`src/rtl/vec_cmd_sequencer.sv`:
```
// rtl/vec_cmd_sequencer.sv - queued command sequencer in front of the vector accelerator
// Optional watchdog: define VEC_CMD_SEQUENCER_WATCHDOG_EN.
module vec_cmd_sequencer #(
  parameter int els_p     = 12,
  parameter int vlen_p    = 2,
  parameter int vdw_p     = 4,
  parameter int depth_p   = 4,
  parameter int timeout_p = 255,
  localparam int a_lp  = (els_p > 1) ? $clog2(els_p) : 1,
  localparam int dw_lp = vlen_p * vdw_p,
  localparam int cw_lp = $clog2(depth_p + 1),
  localparam int pw_lp = (depth_p > 1) ? $clog2(depth_p) : 1
) (
  input  logic              clk_i,
  input  logic              reset_i,
  input  logic              cmd_v_i,
  output logic              cmd_ready_o,
  input  logic [3:0]        cmd_op_i,
  input  logic [a_lp-1:0]   cmd_addrA_i,
  input  logic [a_lp-1:0]   cmd_addrB_i,
  input  logic [a_lp-1:0]   cmd_addrD_i,
  input  logic [vdw_p-1:0]  cmd_scalar_i,
  input  logic [dw_lp-1:0]  cmd_data_i,
  output logic [3:0]        acc_op_o,
  output logic [a_lp-1:0]   acc_addrA_o,
  output logic [a_lp-1:0]   acc_addrB_o,
  output logic [a_lp-1:0]   acc_addrD_o,
  output logic [vdw_p-1:0]  acc_scalar_o,
  output logic [dw_lp-1:0]  acc_w_data_o,
  output logic              acc_v_o,
  input  logic              acc_ready_i,
  input  logic              acc_done_i,
  input  logic [dw_lp-1:0]  acc_r_data_i,
  output logic              acc_yumi_o,
  output logic              resp_v_o,
  output logic [dw_lp-1:0]  resp_data_o,
  input  logic              resp_yumi_i,
  output logic              busy_o,
  output logic [cw_lp-1:0]  count_o,
  output logic              err_o
);

  localparam logic [1:0] IDLE = 2'd0;
  localparam logic [1:0] WAIT = 2'd1;
  localparam logic [1:0] RESP = 2'd2;
  localparam logic [3:0] OP_READ = 4'b1000;

  logic [3:0]       op_mem     [depth_p];
  logic [a_lp-1:0]  a_mem      [depth_p];
  logic [a_lp-1:0]  b_mem      [depth_p];
  logic [a_lp-1:0]  d_mem      [depth_p];
  logic [vdw_p-1:0] scalar_mem [depth_p];
  logic [dw_lp-1:0] data_mem   [depth_p];

  logic [pw_lp-1:0] wptr_q, rptr_q;
  logic [cw_lp-1:0] count_q;
  logic [1:0]       state_q, state_d;
  logic [3:0]       op_lat_q;
  logic [dw_lp-1:0] resp_data_q;
  logic             err_q;

  logic push, pop, issue, drop, head_valid, head_illegal, lat_read, timeout;

  assign head_valid   = (count_q != '0);
  assign head_illegal = (acc_op_o >= 4'b1010) && (acc_op_o <= 4'b1110);
  assign cmd_ready_o  = (count_q < cw_lp'(depth_p));
  assign push         = cmd_v_i && cmd_ready_o;

  assign acc_op_o     = op_mem[rptr_q];
  assign acc_addrA_o  = a_mem[rptr_q];
  assign acc_addrB_o  = b_mem[rptr_q];
  assign acc_addrD_o  = d_mem[rptr_q];
  assign acc_scalar_o = scalar_mem[rptr_q];
  assign acc_w_data_o = data_mem[rptr_q];

  // Illegal opcodes are dropped from the head without ever being offered.
  assign acc_v_o  = (state_q == IDLE) && head_valid && !head_illegal;
  assign issue    = acc_v_o && acc_ready_i;
  assign drop     = (state_q == IDLE) && head_valid && head_illegal;
  assign pop      = issue || drop;
  assign lat_read = (op_lat_q == OP_READ);

  assign acc_yumi_o  = (state_q == WAIT) && acc_done_i && lat_read;
  assign resp_v_o    = (state_q == RESP);
  assign resp_data_o = resp_data_q;
  assign busy_o      = head_valid || (state_q != IDLE);
  assign count_o     = count_q;
  assign err_o       = err_q;

`ifdef VEC_CMD_SEQUENCER_WATCHDOG_EN
  localparam int ww_lp = $clog2(timeout_p + 1);
  logic [ww_lp-1:0] wd_q;

  // A done arriving on the timeout cycle takes precedence.
  assign timeout = (state_q == WAIT) && !acc_done_i && (wd_q == ww_lp'(timeout_p - 1));

  always_ff @(posedge clk_i or posedge reset_i) begin
    if (reset_i)                wd_q <= '0;
    else if (issue)             wd_q <= '0;
    else if (state_q == WAIT)   wd_q <= wd_q + ww_lp'(1);
  end
`else
  logic unused_timeout;
  assign unused_timeout = (timeout_p != 0);
  assign timeout        = 1'b0;
`endif

  always_comb begin
    state_d = state_q;
    case (state_q)
      IDLE: if (issue) state_d = WAIT;
      WAIT: if (acc_done_i || timeout) state_d = lat_read ? RESP : IDLE;
      RESP: if (resp_yumi_i) state_d = IDLE;
      default: state_d = IDLE;
    endcase
  end

  always_ff @(posedge clk_i) begin
    if (push) begin
      op_mem[wptr_q]     <= cmd_op_i;
      a_mem[wptr_q]      <= cmd_addrA_i;
      b_mem[wptr_q]      <= cmd_addrB_i;
      d_mem[wptr_q]      <= cmd_addrD_i;
      scalar_mem[wptr_q] <= cmd_scalar_i;
      data_mem[wptr_q]   <= cmd_data_i;
    end
  end

  always_ff @(posedge clk_i or posedge reset_i) begin
    if (reset_i) begin
      wptr_q  <= '0;
      rptr_q  <= '0;
      count_q <= '0;
    end else begin
      if (push) wptr_q <= wptr_q + pw_lp'(1);
      if (pop)  rptr_q <= rptr_q + pw_lp'(1);
      case ({push, pop})
        2'b10:   count_q <= count_q + cw_lp'(1);
        2'b01:   count_q <= count_q - cw_lp'(1);
        default: count_q <= count_q;
      endcase
    end
  end

  always_ff @(posedge clk_i or posedge reset_i) begin
    if (reset_i) begin
      state_q     <= IDLE;
      op_lat_q    <= '0;
      resp_data_q <= '0;
      err_q       <= 1'b0;
    end else begin
      state_q <= state_d;
      if (issue) op_lat_q <= acc_op_o;
      if (acc_yumi_o)
        resp_data_q <= acc_r_data_i;
      else if (timeout && lat_read)
        resp_data_q <= '0;
      if (drop || timeout) err_q <= 1'b1;
    end
  end

endmodule

```
`config.mk`:
```
export PLATFORM = sky130hd
export DESIGN_NAME = vec_cmd_sequencer
export DESIGN_NICKNAME = d
export VERILOG_FILES = /design/src/rtl/vec_cmd_sequencer.sv
export SDC_FILE = /design/constraint.sdc
export NUM_CORES = 1
export LEC_CHECK = 0
export CORE_UTILIZATION = 30
export DETAILED_ROUTE_END_ITERATION = 12
export GPL_TIMING_DRIVEN = 0
export PLACE_DENSITY = 0.59
export SLEW_MARGIN = 20
export SYNTH_ARGS = -nofsm -noshare
export SYNTH_HDL_FRONTEND = slang
export SYNTH_SLANG_ARGS = --single-unit
export TNS_END_PERCENT = 1
```
`constraint.sdc`:
```
create_clock -name clk_i -period 2.4 [get_ports clk_i]
set_input_delay 0.36 -clock clk_i [delete_from_list [all_inputs] [get_ports clk_i]]
set_output_delay 0.36 -clock clk_i [all_outputs]
set_load 0.1 [all_outputs]
```
==> out/results.ini, run 1 <==
[setup_path]
cp-end-kind=primary output
cp_max_fo=5
cp.required_ns=2.04
worst-setup-path-type=flop to primary output
startpoint=rptr_q[0]$_DFFE_PP0P_
worstSetupStartpointType=flop
r2r_start=rptr_q[0]$_DFFE_PP0P_
arrival_ns=2.19

[drt]
wire_per_inst_um=17.2
drt_wl_total_um=9950
dr.pass1.iters=4
antenna_left=0
vias_per_cell=4.49
drc=0
drt-initial-drc-count=73
vias=2596

[global_route]
antenna_found_initial=0
grt_pass1_wl_um=15700
grt_max_degree=23
busiest_layer=met2
grt_pass1_vias=2838
grt_overflow=0
track_usage=0.124
grt_use_met3=0.0510
grt_util_met2=0.196
grt_use_met1=0.151

[clocking]
tritoncts=built
clkTransAtPathRegs_ns=0.06
cts_hold_buf=0
insertion_delay_ns=0.41
cts.sinks=134
h-tree-depth=4
cts_buffers=17
cts-root-buf=clkbuf_16
clockBufferDepth=2

[sta]
min_period_over_period=1.06
worstMarginPinSlew_ns=0.979
max_freq_mhz=392
drv_slew=0
min_period_ns=2.55
rsz0062_at_grt=yes
setup_violations=5
fin_skew_ns=0.00762
fin_ws_ns=-0.152
finalHoldViolCount=0
maxSlewHeadroom=0.347
holdWs_ns=0.430

[synthesis]
synth_edf_count=112
syn_nets=278
yosysMostFrequentCell=edfxtp_1
synthCells=230
synth.distinct_cells=33
synthArstFlopShare=0.164
synth_top_area_frac=0.658
ys.flop_type=edfxtp_1
ys_ff_latch=134
yosysWarnings=0
ys_seq_area_frac=0.766
synth.area.top_cells=edfxtp_1 66%, dfrtp_1 11%, mux4_2 11%
syn_area_per_cell_um2=22.2
syn-cell-area_um2=5110
ys_top_cells_by_count=112 x edfxtp_1, 24 x mux4_2, 22 x dfrtp_1, 9 x inv_1, 8 x mux2_2
yosysTopAreaCell=edfxtp_1

[die]
start_util=0.308
fp.dieH_um=132
die_w_um=132
die-area_um2=17600
io_pins=87
core_um2=16600
rows=47

[placement]
hpwl_um=6430
io_buffers=86
place_inst=540
gp_congestion=0.717
place_worst_setup_slack_ns=-0.798

[layout]
nFillCells=1496
drive_above_1_share=0.352
n_antenna_cell=0
fin_nets=393
synthToLayoutAreaGrowth_pct=37.5
stdcell_count=578
utilization=0.423

[min_path]
hp-class=input pin to async pin

[status]
run_status=finished with violations
failed_checks=setup timing

[flow_run]
max-cap-violations=0

==> state kept, by name, summed over array words and instances (netlist names), 3 cells and up <==
register,cells
data_mem,32
scalar_mem,16
d_mem,16
a_mem,16
count_o,3
op_lat_q,4
b_mem,16
resp_data_o,8
op_mem,16
==> logic make-up after synthesis <==
kind of cell               share of synthesized area
muxes                                          0.158
adders and majority gates                     0.0162
AOI/OAI and AO/OA                             0.0140
buffers and inverters                         0.0140
and+or+nand+nor                               0.0218
DFF                                            0.766
xor gates and xnor gates                      0.0103
==> cell usage in the layout (no fill, tap or decap), types with 4 or more instances in the layout <==
| master | Yosys | layout |
|---|---|---|
| xnor2_1 | 4 | 4 |
| nand2_1 | 4 | 4 |
| clkbuf_16 | 0 | 17 |
| inv_1 | 9 | 8 |
| edfxtp_1 | 112 | 112 |
| clkdlybuf4s50_1 | 0 | 52 |
| mux2_2 | 8 | 8 |
| inv_6 | 0 | 7 |
| buf_4 | 0 | 28 |
| dfrtp_1 | 22 | 21 |
| mux4_2 | 24 | 25 |
| buf_12 | 0 | 6 |
| ha_1 | 5 | 4 |
| and2_2 | 0 | 4 |
| mux2_4 | 4 | 4 |
==> area by class of cell <==
| cell class | instances | area [um2] | share of cell area |
|---|---|---|---|
| tap | 220 | 275 | 0.0392 |
| multi-input combinational | 80 | 1140 | 0.163 |
| inverter | 9 | 33.8 | 0.00481 |
| buffer | 7 | 58.8 | 0.00837 |
| clock inverter | 15 | 190 | 0.0271 |
| sequential | 134 | 3920 | 0.557 |
| timing repair buffer | 96 | 980 | 0.139 |
| clock buffer | 17 | 425 | 0.0606 |
==> worst max-delay path: stages (launching register included) <==
cell and delay, ns:
dfrtp_2 0.45, buf_12 0.15, mux4_1 0.31, dlygate4sd2_1 0.86
==> final timing paths <==
check                                           to  slack (ns)  depth (start not counted)
max in group asynchronous    rptr_q[0]$_DFFE_PP0P_        1.38                          2
min in group clk_i               err_o$_DFFE_PP0P_        0.47                          1
max                                acc_scalar_o[3]       -0.15                          3
min reg2reg                      err_o$_DFFE_PP0P_        0.47                          1
max reg2reg                 count_o[2]$_DFFE_PP0P_       -0.09                          9
min                        op_lat_q[3]$_DFFE_PP0P_        0.43                          2
==> metal layers <==
layer,wire [um],part of all wire
met1,4330,0.44
met2,4940,0.50
met3,564,0.057
met4,119,0.012
met5,0,0
==> through the flow <==
stage	setup TNS [ns]	cell area, um2
6_report	-0.464	7020
5_1_grt	-2.46	7020
4_1_cts	-1.67	7000
3_5_place_dp	-16.60	6330
3_3_place_gp	-85.47	6240
2_1_floorplan	-4.61	5100
==> repair_timing <==
item,4_1_cts,5_1_grt
setup endpoints to repair,35,32
endpoints found under the hold margin,0,0
gates cloned,1,0
resized for setup,181,9
pin swaps,4,5
setup buffers,5,0
Power of run 1 is left out: the tool's default activity adds up to more than one toggle a clock period on the data nets, which glitch-free logic cannot reach.
==> run 2: changes to the inputs <==
Settings changed: CELL_PAD_IN_SITES_DETAIL_PLACEMENT set to 0, CELL_PAD_IN_SITES_GLOBAL_PLACEMENT set to 1, PLACE_DENSITY 0.59 to 0.65.
==> run 2 against run 1 <==
Against the previous run:
- the flow still finishes with violations (setup timing)
- sequential cell count unchanged
- register-to-register slack got worse by 0.04 ns
- wire length increased by 1.5%
- worst hold slack improved by 0.013 ns
- final cell count increased by 0.69%
- first-iteration DRC count increased by 85%
- global-route usage increased by 0.24 points
- utilization increased by 0.23 points
- clock skew about the same
- non-clock buffer count increased by 4
- critical endpoint unchanged
- maximum frequency decreased by 1.9%
==> out/results.ini, run 2 (synthesis results as in run 1) <==
[setup_path]
worst-setup-path-type=flop to primary output
reg2reg_slack_ns=-0.13
rr_worst_depth=10
cp.required_ns=2.04
arrival_ns=2.24
r2r-end=count_o[2]$_DFFE_PP0P_
cp_max_fo=5
r2r_start=rptr_q[0]$_DFFE_PP0P_
worstSetupStartpointType=flop
cp-end-kind=primary output

[sta]
fin_skew_ns=0.00772
min_period_over_period=1.08
max_freq_mhz=385
worstMarginPinSlew_ns=0.989
setup_violations=18
min_period_ns=2.60
finalSetupTns_ns=-2.00
finalHoldViolCount=0
drv_slew=0
maxSlewHeadroom=0.338
rsz0062_at_grt=yes
fin_ws_ns=-0.201

[clocking]
cts_hold_buf=0
tritoncts=built
insertion_delay_ns=0.41
cts-root-buf=clkbuf_16
cts.sinks=134
clockBufferDepth=2
clkTransAtPathRegs_ns=0.06
cts_buffers=17
h-tree-depth=4

[global_route]
track_usage=0.127
antenna_found_initial=0
grt_pass1_vias=2825
grt_overflow=0
grt_max_degree=23
grt_pass1_wl_um=16100

[die]
core_um2=16600
rows=47
start_util=0.308
die_w_um=132
io_pins=87
fp.dieH_um=132
die-area_um2=17600

[layout]
utilization=0.426
nFillCells=1512
regMostFlops=data_mem
largest_reg_flops=32
drive_above_1_share=0.345
synthToLayoutAreaGrowth_pct=38.2
fin_nets=397
layout_common_cells=112 x edfxtp_1, 52 x clkdlybuf4s50_1, 25 x mux4_2, 21 x dfrtp_1, 19 x buf_4
n_antenna_cell=0
layout_commonest_cell=edfxtp_1

[drt]
drt_wl_total_um=10100
dr.pass1.iters=6
drt-initial-drc-count=135
vias_per_cell=4.45
vias=2589
drc=0
wire_per_inst_um=17.4
antenna_left=0

[min_path]
hp-class=input pin to async pin

[status]
run_status=finished with violations
failed_checks=setup timing

[flow_run]
max-cap-violations=0

[placement]
gp_congestion=0.697
hpwl_um=6600
io_buffers=86

[run 2: cell count changes in the layout (fill, tap and decap cells not counted), sizes merged]
| cell | delta |
|---|---|
| inv | -8 |
| clkdlybuf4s15 | +4 |
| bufinv | -2 |
| dlygate4sd2 | +2 |
| buf | -1 |
| clkinvlp | +2 |
| dlymetal6s2s | -1 |
| clkinv | +7 |
| clkbuf | +1 |
[run 2: worst max path at each step]
stage	start	endpoint	slack [ns]	depth (start not counted)
floorplan	rptr_q[0]$_DFFE_PP0P_	count_o[2]$_DFFE_PP0P_	-0.53	10
global placement	acc_done_i	acc_yumi_o	-0.76	4
detailed placement	acc_done_i	acc_yumi_o	-0.79	4
CTS	rptr_q[0]$_DFFE_PP0P_	acc_w_data_o[7]	-0.24	3
global route	rptr_q[0]$_DFFE_PP0P_	count_o[2]$_DFFE_PP0P_	-0.31	10
finish	rptr_q[0]$_DFFE_PP0P_	acc_scalar_o[3]	-0.20	4
[run 2: what timing repair did]
action	in CTS	in global routing
endpoints found under the setup margin	35	32
setup buffers	7	2
cloned	1	0
pin swaps	6	5
resized for setup	179	7
[run 2: final cells by class]
| class | count | area [um2] | area share |
|---|---|---|---|
| Clock buffer | 18 | 429 | 0.0608 |
| Tap cell | 220 | 275 | 0.0390 |
| Multi-Input combinational cell | 80 | 1140 | 0.161 |
| Timing Repair Buffer | 100 | 1080 | 0.153 |
| Buffer | 7 | 81.3 | 0.0115 |
| Clock inverter | 14 | 113 | 0.0159 |
| Sequential cell | 134 | 3920 | 0.554 |
| Inverter | 9 | 33.8 | 0.00478 |
[run 2: metal layers]
layer / up-vias / global-route usage / part of all wire
met5: - / 0 / 0
met4: 0 / 0.0479 / 0.012
met3: 12 / 0.0471 / 0.051
met2: 77 / 0.208 / 0.50
met1: 1338 / 0.152 / 0.44
li1: 1162 / - / -
[run 2: worst max-delay path, cell delays in order (launching register included)]
cell             delay (ns)
dfrtp_2                0.43
buf_4                  0.13
bufbuf_16              0.25
mux4_1                 0.53
clkdlybuf4s15_2        0.48
[run 2: metrics by stage]
| step | instances | setup WS (ns) | area [um2] | hold WS, ns |
|---|---|---|---|---|
| 2_1_floorplan | 230 | -0.530 | 5100 | 0.349 |
| 3_3_place_gp | 536 | -0.758 | 6240 | 0.440 |
| 3_5_place_dp | 540 | -0.792 | 6360 | 0.466 |
| 4_1_cts | 580 | -0.237 | 7020 | 0.468 |
| 5_1_grt | 582 | -0.306 | 7060 | 0.502 |
| 6_report | 582 | -0.201 | 7060 | 0.443 |
Power of run 2 is left out for the same reason.
==> run 3: changes to the inputs <==
Settings changed: CAP_MARGIN set to 20.
Clock period 2.4 ns to 2.1 ns, I/O delays scaled along.
==> run 3 against run 2 <==
Against the previous run:
- the run still ends with setup timing left
- register-to-register slack got worse by 0.31 ns
- die area did not move
- sequential share of layout area fell by 0.44 points
- utilization rose by 0.34 points
- global-route usage rose by 0.050 points
- setup slack got worse by 0.33 ns
- clock skew barely moved
- final cell count rose by 0.17%
- worst hold slack got worse by 0.047 ns
- sequential cell count did not move
- first-iteration DRC count rose by 11%
- wire length rose by 0.62%
==> out/results.ini, run 3 (synthesis results as in run 1) <==
[die]
io_pins=87
die-area_um2=17600
fp.dieH_um=132
core_um2=16600
start_util=0.308
die_w_um=132
rows=47

[clocking]
cts.sinks=134
tritoncts=built
insertion_delay_ns=0.41
cts_hold_buf=0
clkTransAtPathRegs_ns=0.06
h-tree-depth=4
clockBufferDepth=2
cts-root-buf=clkbuf_16
cts_buffers=17

[sta]
fin_ws_ns=-0.527
maxSlewHeadroom=0.349
max_freq_mhz=381
setup_violations=35
rsz0062_at_grt=yes
worstMarginPinSlew_ns=0.980
min_period_over_period=1.25
min_period_ns=2.63
fin_skew_ns=0.00770
finalSetupTns_ns=-7.62
finalHoldViolCount=0
drv_slew=0

[drt]
drt_wl_total_um=10200
antenna_left=0
vias=2609
dr.pass1.iters=4
drt-initial-drc-count=150
wire_per_inst_um=17.4
vias_per_cell=4.48
drc=0

[layout]
fin_area_um2=7120
regMostFlops=data_mem
largest_reg_flops=32
stdcell_count=583
drive_above_1_share=0.355
fin_nets=398
layout_commonest_cell=edfxtp_1
layout_common_cells=112 x edfxtp_1, 41 x clkdlybuf4s50_1, 25 x mux4_2, 21 x dfrtp_1, 17 x clkbuf_16
synthToLayoutAreaGrowth_pct=39.3
n_antenna_cell=0

[setup_path]
path_common_cell=buf_4
rr_worst_depth=10
cp-end-kind=primary output
worst-setup-path-type=flop to primary output
cp_slowest_cell=clkdlybuf4s15_2
r2r_start=rptr_q[0]$_DFFE_PP0P_
startpoint=rptr_q[0]$_DFFE_PP0P_
r2r-end=count_o[2]$_DFFE_PP0P_
slowest_delay_ns=0.48
worstSetupStartpointType=flop
arrival_ns=2.31
cp.required_ns=1.78
cp_max_fo=5
path_cells=buf_4 > buf_4 > bufbuf_16 > mux4_2 > clkdlybuf4s15_2
reg2reg_slack_ns=-0.44
critPathCapture=acc_w_data_o[7]

[placement]
placed_cell_area_um2=6360
place_inst=540
hpwl_um=6600
io_buffers=86
gp_congestion=0.697

[min_path]
hp-class=input pin to async pin

[global_route]
grt_overflow=0
grt_pass1_wl_um=16100
grt_max_degree=23
antenna_found_initial=0
grt_pass1_vias=2847
track_usage=0.127

[flow_run]
max-cap-violations=0

[status]
failed_checks=setup timing
run_status=finished with violations

run 3: cell types whose count changed in the layout (fill, tap and decap cells not counted), sizes merged:
cell,change
clkdlybuf4s15,+5
dlymetal6s2s,-1
dlygate4sd2,+9
clkdlybuf4s50,-11
buf,-1
run 3: worst min path at each step:
| stage | cells past startpoint | end | slack, ns | start |
|---|---|---|---|---|
| after floorplan | 1 | count_o[0]$_DFFE_PP0P_ | 0.30 | reset_i |
| after global placement | 1 | err_o$_DFFE_PP0P_ | 0.44 | err_o$_DFFE_PP0P_ |
| after detailed placement | 1 | err_o$_DFFE_PP0P_ | 0.47 | err_o$_DFFE_PP0P_ |
| after CTS | 2 | count_o[0]$_DFFE_PP0P_ | 0.42 | reset_i |
| after global routing | 2 | count_o[0]$_DFFE_PP0P_ | 0.47 | reset_i |
| final | 2 | count_o[0]$_DFFE_PP0P_ | 0.40 | reset_i |
run 3: what timing repair did:
item                                    in CTS  in global routing
resized for setup                          180                 27
endpoints found under the setup margin      48                 40
cloned                                       1                  0
pin swaps                                    5                  5
buffers inserted                             8                  2
run 3: metrics by stage:
stage | worst slack [ns] | utilization | hold slack, ns
after detailed placement | -1.00 | 0.383 | 0.466
after global placement | -0.974 | 0.376 | 0.440
after floorplan | -0.830 | - | 0.304
after global routing | -0.604 | 0.429 | 0.474
after CTS | -0.481 | 0.424 | 0.423
final | -0.527 | 0.429 | 0.396
run 3: metal layers:
metal	GRT usage	routed length, um
met3	0.0471	543
met2	0.208	5050
met5	0	0
met4	0.0479	144
met1	0.153	4430
run 3: area by class of cell:
class	instances	area (um2)
multi-input combinational	80	1150
fill	1502	9470
buffer	7	86.3
sequential	134	3920
timing repair buffer	101	1120
inverter	9	33.8
clock buffer	18	429
clock inverter	14	113
tap	220	275
run 3: worst max-delay path, delay by kind of cell (launching register included):
| family | cells | cell delay [ns] |
|---|---|---|
| buffers and inverters | 4 | 1.00 |
| DFF | 1 | 0.44 |
| muxes | 1 | 0.44 |
Power of run 3 is left out for the same reason.
